**src/rtl/reward_qtable_pkg.sv**
```systemverilog
// Shared types and constants for the reward/Q-table routing stage.
// Packet-type encodings, the FSM state type and the update-type filter helper.
package reward_qtable_pkg;

    localparam int PKT_HB  = 1;
    localparam int PKT_ACK = 3;

    localparam logic [7:0] DEFAULT_TYPE_MASK = 8'((1 << PKT_HB) | (1 << PKT_ACK));

    typedef enum logic [2:0] {
        IDLE,
        SEARCH,
        UPDATE,
        BEST,
        DONE
    } rq_state_e;

    function automatic logic typeEnabled(input logic [7:0] mask, input logic [2:0] pktType);
        return mask[pktType];
    endfunction

endpackage

```
**src/rtl/reward_qtable_if.sv**
```systemverilog
// Packet handshake plus published best-next-hop bus of the reward/Q-table stage.
interface reward_qtable_if #(
    parameter int WW            = 16,
    parameter int NUM_NEIGHBORS = 8
);
    localparam int IW = $clog2(NUM_NEIGHBORS);

    logic          pktValid;
    logic          pktReady;
    logic [2:0]    fPacketType;
    logic [WW-1:0] srcID;
    logic [WW-1:0] srcEnergy;
    logic [WW-1:0] srcHops;
    logic [WW-1:0] srcQ;
    logic          srcLowE;
    logic          updDone;
    logic          updDrop;
    logic          bestValid;
    logic [WW-1:0] bestID;
    logic [WW-1:0] bestQ;
    logic [IW:0]   numValid;
    logic          tblFull;

    modport master (
        output pktValid, fPacketType, srcID, srcEnergy, srcHops, srcQ, srcLowE,
        input  pktReady, updDone, updDrop, bestValid, bestID, bestQ, numValid, tblFull
    );

    modport slave (
        input  pktValid, fPacketType, srcID, srcEnergy, srcHops, srcQ, srcLowE,
        output pktReady, updDone, updDrop, bestValid, bestID, bestQ, numValid, tblFull
    );

endinterface

```
**src/rtl/reward_qtable_qcalc.sv**
```systemverilog
// Combinational EER-RL datapath: reward from energy/hops, saturated target, and the
// Q-update with a floor-rounding arithmetic shift so the result never leaves [0, 2^WW-1].
module reward_qcalc #(
    parameter int WW          = 16,
    parameter int E_SHIFT     = 4,
    parameter int HOP_SHIFT   = 3,
    parameter int ALPHA_SHIFT = 1
) (
    input  logic [WW-1:0] srcEnergy_i,
    input  logic [WW-1:0] srcHops_i,
    input  logic [WW-1:0] srcQ_i,
    input  logic          srcLowE_i,
    input  logic [WW-1:0] qOld_i,
    output logic [WW-1:0] qNew_o
);
    localparam logic [WW-1:0] MAX_WORD = '1;

    logic [WW-1:0]           eTerm;
    logic [WW-1:0]           hTerm;
    logic [WW+HOP_SHIFT-1:0] hopWide;
    logic [WW-1:0]           reward;
    logic [WW:0]             targetSum;
    logic [WW-1:0]           target;
    logic signed [WW+1:0]    diff;
    logic signed [WW+1:0]    step;
    logic signed [WW+1:0]    qSum;
    logic                    unusedTopBits;

    always_comb begin
        eTerm   = srcEnergy_i >> E_SHIFT;
        hopWide = (WW+HOP_SHIFT)'(srcHops_i) << HOP_SHIFT;
        hTerm   = (hopWide > (WW+HOP_SHIFT)'(MAX_WORD)) ? MAX_WORD : hopWide[WW-1:0];

        if (srcLowE_i || (eTerm <= hTerm)) begin
            reward = '0;
        end else begin
            reward = eTerm - hTerm;
        end

        targetSum = {1'b0, reward} + {1'b0, srcQ_i};
        target    = targetSum[WW] ? MAX_WORD : targetSum[WW-1:0];

        // Floor rounding keeps qNew >= target when moving down, so it cannot go negative
        diff   = $signed({2'b00, target}) - $signed({2'b00, qOld_i});
        step   = diff >>> ALPHA_SHIFT;
        qSum   = $signed({2'b00, qOld_i}) + step;
        qNew_o = qSum[WW-1:0];
    end

    assign unusedTopBits = ^qSum[WW+1:WW];

endmodule

```
**src/rtl/reward_qtable.sv**
```systemverilog
// Neighbour Q-table: per packet it searches/updates one entry, then rescans the
// whole table and publishes the best next hop. Table lives in flops.
module reward_qtable
    import reward_qtable_pkg::*;
#(
    parameter int                    NUM_NEIGHBORS    = 8,
    parameter int                    WORD_WIDTH       = 16,
    parameter int                    E_SHIFT          = 4,
    parameter int                    HOP_SHIFT        = 3,
    parameter int                    ALPHA_SHIFT      = 1,
    parameter logic [WORD_WIDTH-1:0] INIT_Q           = '0,
    parameter logic [7:0]            UPDATE_TYPE_MASK = DEFAULT_TYPE_MASK
) (
    input  logic                  clk,
    input  logic                  rst_n,
    input  logic                  en_i,
    input  logic                  tblClear_i,
    input  logic [WORD_WIDTH-1:0] myNodeID_i,
    reward_qtable_if.slave        bus
);
    localparam int IW = $clog2(NUM_NEIGHBORS);
    localparam int CW = IW + 1;
    localparam logic [CW-1:0] LAST_IDX = CW'(NUM_NEIGHBORS - 1);
    localparam logic [CW-1:0] SCAN_END = CW'(NUM_NEIGHBORS);

    typedef struct packed {
        logic                  valid;
        logic [WORD_WIDTH-1:0] id;
        logic [WORD_WIDTH-1:0] q;
    } nbr_entry_t;

    rq_state_e             stateQ, stateD;
    logic                  armedQ;
    nbr_entry_t            tblQ [NUM_NEIGHBORS];
    nbr_entry_t            tblD [NUM_NEIGHBORS];
    logic [CW-1:0]         cntQ, cntD;
    logic [WORD_WIDTH-1:0] srcIDQ, srcIDD;
    logic [WORD_WIDTH-1:0] srcEnergyQ, srcEnergyD;
    logic [WORD_WIDTH-1:0] srcHopsQ, srcHopsD;
    logic [WORD_WIDTH-1:0] srcQQ, srcQD;
    logic                  srcLowEQ, srcLowED;
    logic                  hitQ, hitD;
    logic                  freeFoundQ, freeFoundD;
    logic [IW-1:0]         slotQ, slotD;
    logic                  dropQ, dropD;
    logic                  runValidQ, runValidD;
    logic [WORD_WIDTH-1:0] runIDQ, runIDD;
    logic [WORD_WIDTH-1:0] runQvalQ, runQvalD;
    logic [CW-1:0]         runCntQ, runCntD;
    logic                  bestValidQ, bestValidD;
    logic [WORD_WIDTH-1:0] bestIDQ, bestIDD;
    logic [WORD_WIDTH-1:0] bestQQ, bestQD;
    logic [CW-1:0]         numValidQ, numValidD;

    logic [IW-1:0]         idx;
    nbr_entry_t            curEntry;
    logic [WORD_WIDTH-1:0] qOld;
    logic [WORD_WIDTH-1:0] qNew;
    logic                  accept;

    assign accept = bus.pktValid && bus.pktReady;
    assign idx    = cntQ[IW-1:0];

    reward_qcalc #(
        .WW          (WORD_WIDTH),
        .E_SHIFT     (E_SHIFT),
        .HOP_SHIFT   (HOP_SHIFT),
        .ALPHA_SHIFT (ALPHA_SHIFT)
    ) uQcalc (
        .srcEnergy_i (srcEnergyQ),
        .srcHops_i   (srcHopsQ),
        .srcQ_i      (srcQQ),
        .srcLowE_i   (srcLowEQ),
        .qOld_i      (qOld),
        .qNew_o      (qNew)
    );

    always_ff @(posedge clk or negedge rst_n) begin
        if (!rst_n) begin
            stateQ     <= IDLE;
            armedQ     <= 1'b0;
            tblQ       <= '{default: '0};
            cntQ       <= '0;
            srcIDQ     <= '0;
            srcEnergyQ <= '0;
            srcHopsQ   <= '0;
            srcQQ      <= '0;
            srcLowEQ   <= 1'b0;
            hitQ       <= 1'b0;
            freeFoundQ <= 1'b0;
            slotQ      <= '0;
            dropQ      <= 1'b0;
            runValidQ  <= 1'b0;
            runIDQ     <= '0;
            runQvalQ   <= '0;
            runCntQ    <= '0;
            bestValidQ <= 1'b0;
            bestIDQ    <= '0;
            bestQQ     <= '0;
            numValidQ  <= '0;
        end else begin
            stateQ     <= stateD;
            armedQ     <= 1'b1;
            tblQ       <= tblD;
            cntQ       <= cntD;
            srcIDQ     <= srcIDD;
            srcEnergyQ <= srcEnergyD;
            srcHopsQ   <= srcHopsD;
            srcQQ      <= srcQD;
            srcLowEQ   <= srcLowED;
            hitQ       <= hitD;
            freeFoundQ <= freeFoundD;
            slotQ      <= slotD;
            dropQ      <= dropD;
            runValidQ  <= runValidD;
            runIDQ     <= runIDD;
            runQvalQ   <= runQvalD;
            runCntQ    <= runCntD;
            bestValidQ <= bestValidD;
            bestIDQ    <= bestIDD;
            bestQQ     <= bestQD;
            numValidQ  <= numValidD;
        end
    end

    always_comb begin
        stateD     = stateQ;
        tblD       = tblQ;
        cntD       = cntQ;
        srcIDD     = srcIDQ;
        srcEnergyD = srcEnergyQ;
        srcHopsD   = srcHopsQ;
        srcQD      = srcQQ;
        srcLowED   = srcLowEQ;
        hitD       = hitQ;
        freeFoundD = freeFoundQ;
        slotD      = slotQ;
        dropD      = dropQ;
        runValidD  = runValidQ;
        runIDD     = runIDQ;
        runQvalD   = runQvalQ;
        runCntD    = runCntQ;
        bestValidD = bestValidQ;
        bestIDD    = bestIDQ;
        bestQD     = bestQQ;
        numValidD  = numValidQ;
        curEntry   = tblQ[idx];
        qOld       = hitQ ? tblQ[slotQ].q : INIT_Q;

        unique case (stateQ)
            IDLE: begin
                cntD = '0;
                if (tblClear_i) begin
                    for (int i = 0; i < NUM_NEIGHBORS; i++) begin
                        tblD[i].valid = 1'b0;
                    end
                    bestValidD = 1'b0;
                    bestIDD    = '0;
                    bestQD     = '0;
                    numValidD  = '0;
                end else if (accept) begin
                    srcIDD     = bus.srcID;
                    srcEnergyD = bus.srcEnergy;
                    srcHopsD   = bus.srcHops;
                    srcQD      = bus.srcQ;
                    srcLowED   = bus.srcLowE;
                    hitD       = 1'b0;
                    freeFoundD = 1'b0;
                    slotD      = '0;
                    dropD      = 1'b0;
                    if (!typeEnabled(UPDATE_TYPE_MASK, bus.fPacketType) ||
                        (bus.srcID == myNodeID_i)) begin
                        dropD  = 1'b1;
                        stateD = DONE;
                    end else begin
                        stateD = SEARCH;
                    end
                end
            end

            SEARCH: begin
                if (curEntry.valid && (curEntry.id == srcIDQ)) begin
                    hitD   = 1'b1;
                    slotD  = idx;
                    stateD = UPDATE;
                end else begin
                    if (!curEntry.valid && !freeFoundQ) begin
                        freeFoundD = 1'b1;
                        slotD      = idx;
                    end
                    if (cntQ == LAST_IDX) begin
                        stateD = UPDATE;
                    end else begin
                        cntD = cntQ + 1'b1;
                    end
                end
            end

            UPDATE: begin
                if (hitQ) begin
                    tblD[slotQ].q = qNew;
                end else if (freeFoundQ) begin
                    tblD[slotQ] = '{valid: 1'b1, id: srcIDQ, q: qNew};
                end else begin
                    dropD = 1'b1;
                end
                cntD      = '0;
                runValidD = 1'b0;
                runIDD    = '0;
                runQvalD  = '0;
                runCntD   = '0;
                stateD    = BEST;
            end

            // One extra cycle past the last entry commits the running result
            BEST: begin
                if (cntQ == SCAN_END) begin
                    bestValidD = runValidQ;
                    bestIDD    = runIDQ;
                    bestQD     = runQvalQ;
                    numValidD  = runCntQ;
                    stateD     = DONE;
                end else begin
                    if (curEntry.valid) begin
                        runCntD = runCntQ + 1'b1;
                        if (!runValidQ || (curEntry.q > runQvalQ)) begin
                            runValidD = 1'b1;
                            runIDD    = curEntry.id;
                            runQvalD  = curEntry.q;
                        end
                    end
                    cntD = cntQ + 1'b1;
                end
            end

            DONE: begin
                stateD = IDLE;
            end

            default: begin
                stateD = IDLE;
            end
        endcase
    end

    assign bus.pktReady  = armedQ && (stateQ == IDLE) && en_i && !tblClear_i;
    assign bus.updDone   = (stateQ == DONE);
    assign bus.updDrop   = (stateQ == DONE) && dropQ;
    assign bus.bestValid = bestValidQ;
    assign bus.bestID    = bestIDQ;
    assign bus.bestQ     = bestQQ;
    assign bus.numValid  = numValidQ;
    assign bus.tblFull   = (numValidQ == SCAN_END);

endmodule

```
**src/flat_wrapper.sv**
```systemverilog
// flat-port wrapper written by rule: the top's interface ports become plain ports
module reward_qtable_flat import reward_qtable_pkg::*;
#(
    parameter int                    NUM_NEIGHBORS    = 8,
    parameter int                    WORD_WIDTH       = 16,
    parameter int                    E_SHIFT          = 4,
    parameter int                    HOP_SHIFT        = 3,
    parameter int                    ALPHA_SHIFT      = 1,
    parameter logic [WORD_WIDTH-1:0] INIT_Q           = '0,
    parameter logic [7:0]            UPDATE_TYPE_MASK = DEFAULT_TYPE_MASK
)
  (clk, rst_n, en_i, tblClear_i, myNodeID_i, bus_pktValid, bus_fPacketType, bus_srcID, bus_srcEnergy, bus_srcHops, bus_srcQ, bus_srcLowE, bus_pktReady, bus_updDone, bus_updDrop, bus_bestValid, bus_bestID, bus_bestQ, bus_numValid, bus_tblFull);
  reward_qtable_if #(.WW((16)), .NUM_NEIGHBORS(NUM_NEIGHBORS)) bus_i ();
  input  logic clk;
  input  logic rst_n;
  input  logic en_i;
  input  logic tblClear_i;
  input  logic [WORD_WIDTH-1:0] myNodeID_i;
  input wire logic [$bits(bus_i.pktValid)-1:0] bus_pktValid;
  input wire logic [$bits(bus_i.fPacketType)-1:0] bus_fPacketType;
  input wire logic [$bits(bus_i.srcID)-1:0] bus_srcID;
  input wire logic [$bits(bus_i.srcEnergy)-1:0] bus_srcEnergy;
  input wire logic [$bits(bus_i.srcHops)-1:0] bus_srcHops;
  input wire logic [$bits(bus_i.srcQ)-1:0] bus_srcQ;
  input wire logic [$bits(bus_i.srcLowE)-1:0] bus_srcLowE;
  output wire logic [$bits(bus_i.pktReady)-1:0] bus_pktReady;
  output wire logic [$bits(bus_i.updDone)-1:0] bus_updDone;
  output wire logic [$bits(bus_i.updDrop)-1:0] bus_updDrop;
  output wire logic [$bits(bus_i.bestValid)-1:0] bus_bestValid;
  output wire logic [$bits(bus_i.bestID)-1:0] bus_bestID;
  output wire logic [$bits(bus_i.bestQ)-1:0] bus_bestQ;
  output wire logic [$bits(bus_i.numValid)-1:0] bus_numValid;
  output wire logic [$bits(bus_i.tblFull)-1:0] bus_tblFull;
  assign bus_i.pktValid = bus_pktValid;
  assign bus_i.fPacketType = bus_fPacketType;
  assign bus_i.srcID = bus_srcID;
  assign bus_i.srcEnergy = bus_srcEnergy;
  assign bus_i.srcHops = bus_srcHops;
  assign bus_i.srcQ = bus_srcQ;
  assign bus_i.srcLowE = bus_srcLowE;
  assign bus_pktReady = bus_i.pktReady;
  assign bus_updDone = bus_i.updDone;
  assign bus_updDrop = bus_i.updDrop;
  assign bus_bestValid = bus_i.bestValid;
  assign bus_bestID = bus_i.bestID;
  assign bus_bestQ = bus_i.bestQ;
  assign bus_numValid = bus_i.numValid;
  assign bus_tblFull = bus_i.tblFull;
  reward_qtable #(.NUM_NEIGHBORS(NUM_NEIGHBORS), .WORD_WIDTH(WORD_WIDTH), .E_SHIFT(E_SHIFT), .HOP_SHIFT(HOP_SHIFT), .ALPHA_SHIFT(ALPHA_SHIFT), .INIT_Q(INIT_Q), .UPDATE_TYPE_MASK(UPDATE_TYPE_MASK)) u_core (.clk(clk), .rst_n(rst_n), .en_i(en_i), .tblClear_i(tblClear_i), .myNodeID_i(myNodeID_i), .bus(bus_i));
endmodule
```
**config.mk**
```make
export PLATFORM = sky130hd
export DESIGN_NAME = reward_qtable_flat
export DESIGN_NICKNAME = d
export VERILOG_FILES = /design/src/rtl/reward_qtable_pkg.sv /design/src/rtl/reward_qtable_if.sv /design/src/rtl/reward_qtable_qcalc.sv /design/src/rtl/reward_qtable.sv /design/src/flat_wrapper.sv
export SDC_FILE = /design/constraint.sdc
export NUM_CORES = 1
export LEC_CHECK = 0
export CAP_MARGIN = 20
export CORE_MARGIN = 4
export CORE_UTILIZATION = 55
export CTS_CLUSTER_DIAMETER = 50
export DETAILED_ROUTE_END_ITERATION = 16
export PLACE_DENSITY = 0.78
export REMOVE_ABC_BUFFERS = 1
export SYNTH_ARGS = -nofsm -noshare
export SYNTH_HDL_FRONTEND = slang
export SYNTH_SLANG_ARGS = --single-unit
export TNS_END_PERCENT = 50
```
**constraint.sdc**
```tcl
create_clock -name clk -period 16 [get_ports clk]
set_input_delay 3.2 -clock clk [delete_from_list [all_inputs] [get_ports clk]]
set_output_delay 3.2 -clock clk [all_outputs]
set_load 0.005 [all_outputs]
```
==> flow_summary.json, run 1 <==
{
  "ctsResizeCount": 0,
  "setup_tns_ps": 0,
  "slew_headroom_pct": 27.0,
  "route.detailed.wl_per_inst_um": 20.4,
  "synth_area_leaders": "dfrtp_1, nand2_1, mux2_2, mux4_2, ha_1",
  "grt_pass1_wl_mm": 91.4,
  "pwr-share-clk_pct": 24.9,
  "p_comb_share_pct": 42.6,
  "cpPeakStageDelay_ps": 760,
  "fin_hold_ws_ps": 478,
  "ys_ff_latch": 413,
  "final_layout_size_suffix_gt1_share_pct": 16.6,
  "core_um2": 40000,
  "synthArstFlopShare_pct": 100,
  "io_pins": 130,
  "synth_area_leader_cell": "dfrtp_1",
  "critical_path_arrival_ps": 10440,
  "hp-class": "flop to flop",
  "num-fill-cells": 3129,
  "synth_top_cell_area_share_pct": 46.0,
  "antenna_found_initial": 0,
  "min_period_ps": 10000,
  "die-area_um2": 44100,
  "start_kind": "flop",
  "port_buffers": 124,
  "clk_path_buf_depth": 3,
  "synth.avg_cell_area_um2": 10.3,
  "grt_max_degree": 185,
  "place_ws_ps": 6000,
  "finalSetupViolations": 0,
  "dpl.cell_count": 2729,
  "cts_buffers": 46,
  "ys_types": 80,
  "synth_flop_cell": "dfrtp_1",
  "max_freq_mhz": 100,
  "cts_tree": "yes",
  "grt_overflow": 0,
  "start_util_pct": 56.1,
  "end_kind": "flop",
  "synthCells": 2175,
  "grt_usage_pct": 25.7,
  "yosysMostFrequentCell": "nand2_1",
  "drt-total-wl_mm": 57.5,
  "viasPerCell": 6.07,
  "layout_setup_ws_ps": 6000,
  "worst-slew-pin-transition_ps": 1090,
  "seq_area_um2": 10300,
  "hold_viol_final": 0,
  "ctsHtreeMaxLevel": 2,
  "drc": 0,
  "syn_area_um2": 22400,
  "cts_num_sinks": 413,
  "path_clk_slew_ps": 60,
  "p_sw_mw": 1.70,
  "grt_pass1_vias": 17300,
  "cts_root_buf": "clkbuf_16",
  "required_ps": 16440,
  "stdcell_count": 2815,
  "p_per_area_nw_per_um2": 165,
  "gp_congestion": 0.891,
  "multi_input_area_um2": 11400,
  "synth_edf_count": 0,
  "p_leak_nw": 11.9,
  "power.internal_mw": 2.55,
  "finalMaxSlewViolations": 0,
  "vdd_drop_max_mv": 0.0924,
  "yosysSeqAreaShare_pct": 46.0,
  "clock_latency_ps": 580,
  "critPathKind": "flop to flop",
  "dpl.hpwl_mm": 36.9,
  "status": "complete, no violations",
  "first_pass_iters": 5,
  "switching_share_pct": 40.0,
  "via_count": 17100,
  "yosys_warnings": 0,
  "drtIter0Drc": 1374,
  "rows": 73,
  "period_share_pct": 62.5,
  "cpMaxStageDelayCell": "a21oi_1",
  "ant_nets": 0,
  "die_w_um": 210,
  "fin_nets": 2424,
  "drv_cap": 0,
  "pwr-share-seq_pct": 32.5,
  "rsz0062_at_grt": "no",
  "die_h_um": 210,
  "crit_fanout": 15,
  "postCtsSetupBuffers": 0,
  "synth_top_cells_by_count": "nand2_1, dfrtp_1, mux2_2",
  "skew_ps": 21.7,
  "cts_hold_buf": 0,
  "syn2layout_area_growth_pct": 14.3
}
## layout make-up
type	count	share of cell area, %
antenna	1	0.00975
clock buffer	70	5.46
clock inverter	13	0.502
inverter	60	0.878
multi-input combinational	1577	44.4
sequential	413	40.3
tap	525	2.56
timing repair buffer	156	5.91
## power groups by stage
stage               Clock, mW  Sequential (mW)  Combinational [mW]
floorplan                   0             1.36                1.28
global placement            0             1.38                1.71
detailed placement          0             1.39                1.76
CTS                      1.07             1.38                1.78
global route             1.12             1.40                1.99
finish                   1.06             1.38                1.81
## logic make-up (layout without fill, tap and decap cells)
logic type / count (synthesis) / count (layout) / share of synthesized area (%)
flip-flops: 413 / 413 / 46.0
other: 2 / 4 / 0.0335
buffers and inverters: 186 / 299 / 3.38
adder cells (fa/ha/maj): 81 / 81 / 4.65
XOR/XNOR: 75 / 75 / 2.93
AND/OR/NAND/NOR: 810 / 810 / 15.7
multiplexers: 300 / 300 / 18.3
AO/OA/AOI/OAI: 308 / 308 / 9.00
## metrics by stage
step	area (µm²)	power, mW	util (%)
floorplan	21900	2.64	-
finish	25700	4.25	64.2
global route	25700	4.51	64.1
CTS	25600	4.23	64.1
detailed placement	24100	3.15	60.2
global placement	24100	3.09	60.2
## final timing paths
check | end | slack, ps | startpoint | cells after the start
max in group asynchronous | asynchronous set/reset pin | 11970 | rst_n | 2
min in group asynchronous | u_core.tblQ[155]$_DFFE_PN0P_ | 2610 | rst_n | 1
worst min register to register | u_core.bus.bestQ[13]$_DFFE_PN0P_ | 480 | u_core.bus.bestQ[13]$_DFFE_PN0P_ | 2
worst max-delay path | flop | 6000 | u_core.srcHopsQ[15]$_DFFE_PN0P_ | 34
worst max register to register | flop | 6000 | u_core.srcHopsQ[15]$_DFFE_PN0P_ | 34
worst min-delay path | u_core.bus.bestQ[13]$_DFFE_PN0P_ | 480 | u_core.bus.bestQ[13]$_DFFE_PN0P_ | 2
## placed cells by master, fill, tap and decap left out, types with 17 or more instances in the layout
| cell | count |
|---|---|
| o31ai_1 | 20 |
| mux2_2 | 179 |
| mux2i_1 | 35 |
| dfrtp_1 | 411 |
| a21o_1 | 18 |
| nand2b_1 | 23 |
| mux2_1 | 18 |
| mux4_2 | 66 |
| xor2_1 | 27 |
| o21ai_0 | 73 |
| a22oi_1 | 60 |
| clkdlybuf4s50_1 | 123 |
| a21oi_1 | 57 |
| xnor2_1 | 48 |
| nor3_1 | 40 |
| nand3_1 | 17 |
| inv_1 | 57 |
| buf_4 | 29 |
| nand2_1 | 552 |
| clkbuf_16 | 46 |
| nor2_1 | 78 |
| ha_1 | 77 |
## critical path: cells and delay by family, from the launching register on
| kind | cells | cell delay [ps] |
|---|---|---|
| muxes | 1 | 380 |
| AOI/OAI and AO/OA | 20 | 5280 |
| buffers and inverters | 2 | 300 |
| and+or+nand+nor | 6 | 1970 |
| DFF | 1 | 380 |
| adders and majority gates | 5 | 1550 |
## layer usage
| layer | GRT usage [%] | part of all wire (%) |
|---|---|---|
| met5 | 0 | 0 |
| met4 | 9.59 | 3.6 |
| met3 | 6.41 | 8.7 |
| met2 | 41.7 | 47 |
| met1 | 34.0 | 41 |
No activity file was read; power rests on OpenSTA's default activity.
==> run 2: changes to the inputs <==
==> constraint.sdc (replaced) <==
create_clock -name clk -period 10 [get_ports clk]
set_input_delay 2 -clock clk [delete_from_list [all_inputs] [get_ports clk]]
set_output_delay 2 -clock clk [all_outputs]
set_load 0.005 [all_outputs]
==> run 2 against run 1 <==
  * Critical path depth up 3
  * Clock power grew 65%
  * Total power up 62%
  * Sequential power increased by 61%
  * Critical path type unchanged
==> flow_summary.json, run 2 (synthesized netlist as in run 1, its figures left out) <==
{
  "cts_tree": "yes",
  "antenna_found_initial": 0,
  "fin_nets": 2426,
  "layout_setup_ws_ps": 996,
  "start_kind": "flop",
  "drt-total-wl_mm": 58.1,
  "cts_hold_buf": 0,
  "cpPeakStageDelay_ps": 560,
  "min_period_ps": 9000,
  "cts_buffers": 46,
  "rows": 73,
  "p_leak_nw": 12.0,
  "vdd_drop_max_mv": 0.175,
  "first_pass_iters": 6,
  "switching_share_pct": 39.8,
  "critical_path_arrival_ps": 9460,
  "p_per_area_nw_per_um2": 267,
  "critPathKind": "flop to flop",
  "ctsHtreeMaxLevel": 2,
  "required_ps": 10460,
  "skew_ps": 26.4,
  "port_buffers": 124,
  "end_kind": "flop",
  "route.detailed.wl_per_inst_um": 20.6,
  "p_sw_mw": 2.73,
  "stdcell_area_um2": 25800,
  "hold_viol_final": 0,
  "grt_pass1_wl_mm": 93.1,
  "io_pins": 130,
  "slew_headroom_pct": 28.9,
  "setup_tns_ps": 0,
  "num-fill-cells": 3075,
  "syn2layout_area_growth_pct": 14.7,
  "max_freq_mhz": 111,
  "die_w_um": 210,
  "ant_nets": 0,
  "crit_fanout": 15,
  "via_count": 17100,
  "multi_input_area_um2": 11400,
  "drc": 0,
  "cts_root_buf": "clkbuf_16",
  "grt_usage_pct": 26.3,
  "layout_common_cells": "nand2_1, dfrtp_1, mux2_2",
  "final_common_cell": "nand2_1",
  "final_layout_size_suffix_gt1_share_pct": 16.7,
  "drtIter0Drc": 1562,
  "gp_congestion": 0.875,
  "worst-slew-pin-transition_ps": 1060,
  "fin_hold_ws_ps": 474,
  "place_ws_ps": 736,
  "grt_max_degree": 178,
  "cpMaxStageDelayCell": "o41ai_1",
  "power.internal_mw": 4.14,
  "clk_path_buf_depth": 3,
  "finalMaxSlewViolations": 0,
  "cts_num_sinks": 413,
  "dpl.hpwl_mm": 37.7,
  "hp-class": "flop to flop",
  "clock_latency_ps": 590,
  "crit_family": "compound AO/OA/AOI/OAI gates",
  "path_buf_inv": 4,
  "die_h_um": 210,
  "rsz0062_at_grt": "no",
  "seq_area_um2": 10300,
  "status": "complete, no violations",
  "placed_area_um2": 24100,
  "pwr-share-seq_pct": 32.2,
  "grt_overflow": 0,
  "pwr-share-clk_pct": 25.5,
  "final_util_pct": 64.4,
  "period_share_pct": 90.0,
  "antenna_cells": 0,
  "p_comb_share_pct": 42.3,
  "viasPerCell": 6.08,
  "core_um2": 40000,
  "drv_cap": 0,
  "grt_pass1_vias": 17600,
  "start_util_pct": 56.1,
  "path_clk_slew_ps": 60,
  "die-area_um2": 44100,
  "finalSetupViolations": 0
}
run 2: cell types whose count changed in the layout (fill, tap and decap cells not counted), sizes merged:
cell | before | now
clkbuf | 71 | 67
inv | 61 | 65
bufinv | 1 | 4
clkinvlp | 4 | 1
buf | 32 | 34
clkinv | 7 | 6
diode | 1 | 0
run 2: path summary, 6_finish.rpt:
check                                                 startpoint                          endpoint  slack (ps)  depth (start not counted)
min in group asynchronous                                  rst_n      u_core.tblQ[155]$_DFFE_PN0P_        1370                          1
max in group asynchronous                                  rst_n        asynchronous set/reset pin        7230                          2
worst min-delay path            u_core.bus.bestQ[13]$_DFFE_PN0P_  u_core.bus.bestQ[13]$_DFFE_PN0P_         470                          2
worst min register to register  u_core.bus.bestQ[13]$_DFFE_PN0P_  u_core.bus.bestQ[13]$_DFFE_PN0P_         470                          2
worst max register to register   u_core.srcHopsQ[13]$_DFFE_PN0P_                              flop        1000                         37
worst max-delay path             u_core.srcHopsQ[13]$_DFFE_PN0P_                              flop        1000                         37
run 2: routing by layer:
layer	GRT usage, %	vias up	share of wire, %
met5	0	-	0
met4	9.52	0	3.5
li1	-	7774	-
met1	35.1	8424	41
met2	42.9	744	47
met3	5.63	166	8.7
run 2: power by group through the flow:
stage	registers [mW]	clock network [mW]	logic, mW
6_report	2.22	1.75	2.91
5_1_grt	2.25	1.85	3.19
4_1_cts	2.21	1.77	2.86
3_5_place_dp	2.24	0	2.82
3_3_place_gp	2.22	0	2.75
2_1_floorplan	2.18	0	2.04
run 2: worst min-delay path, cell delays in order (launching register included):
cell,delay [ps]
dfrtp_1,340
nand2_1,50
o31ai_1,50
run 2: metrics by stage:
stage,std cells,power [mW]
floorplan,2050,4.23
global placement,2730,4.96
detailed placement,2730,5.06
CTS,2812,6.84
global route,2815,7.30
finish,2815,6.88
run 2: repair_timing:
item	in CTS	in global routing
resized for setup	0	1
setup endpoints to repair	0	8
setup buffers	0	0
run 2: cell type report:
type                       count  share of cell area [%]
clock buffer                  66                    5.31
clock inverter                16                   0.821
inverter                      60                   0.875
multi-input combinational   1577                    44.3
sequential                   413                    40.2
tap                          525                    2.55
timing repair buffer         158                    6.02
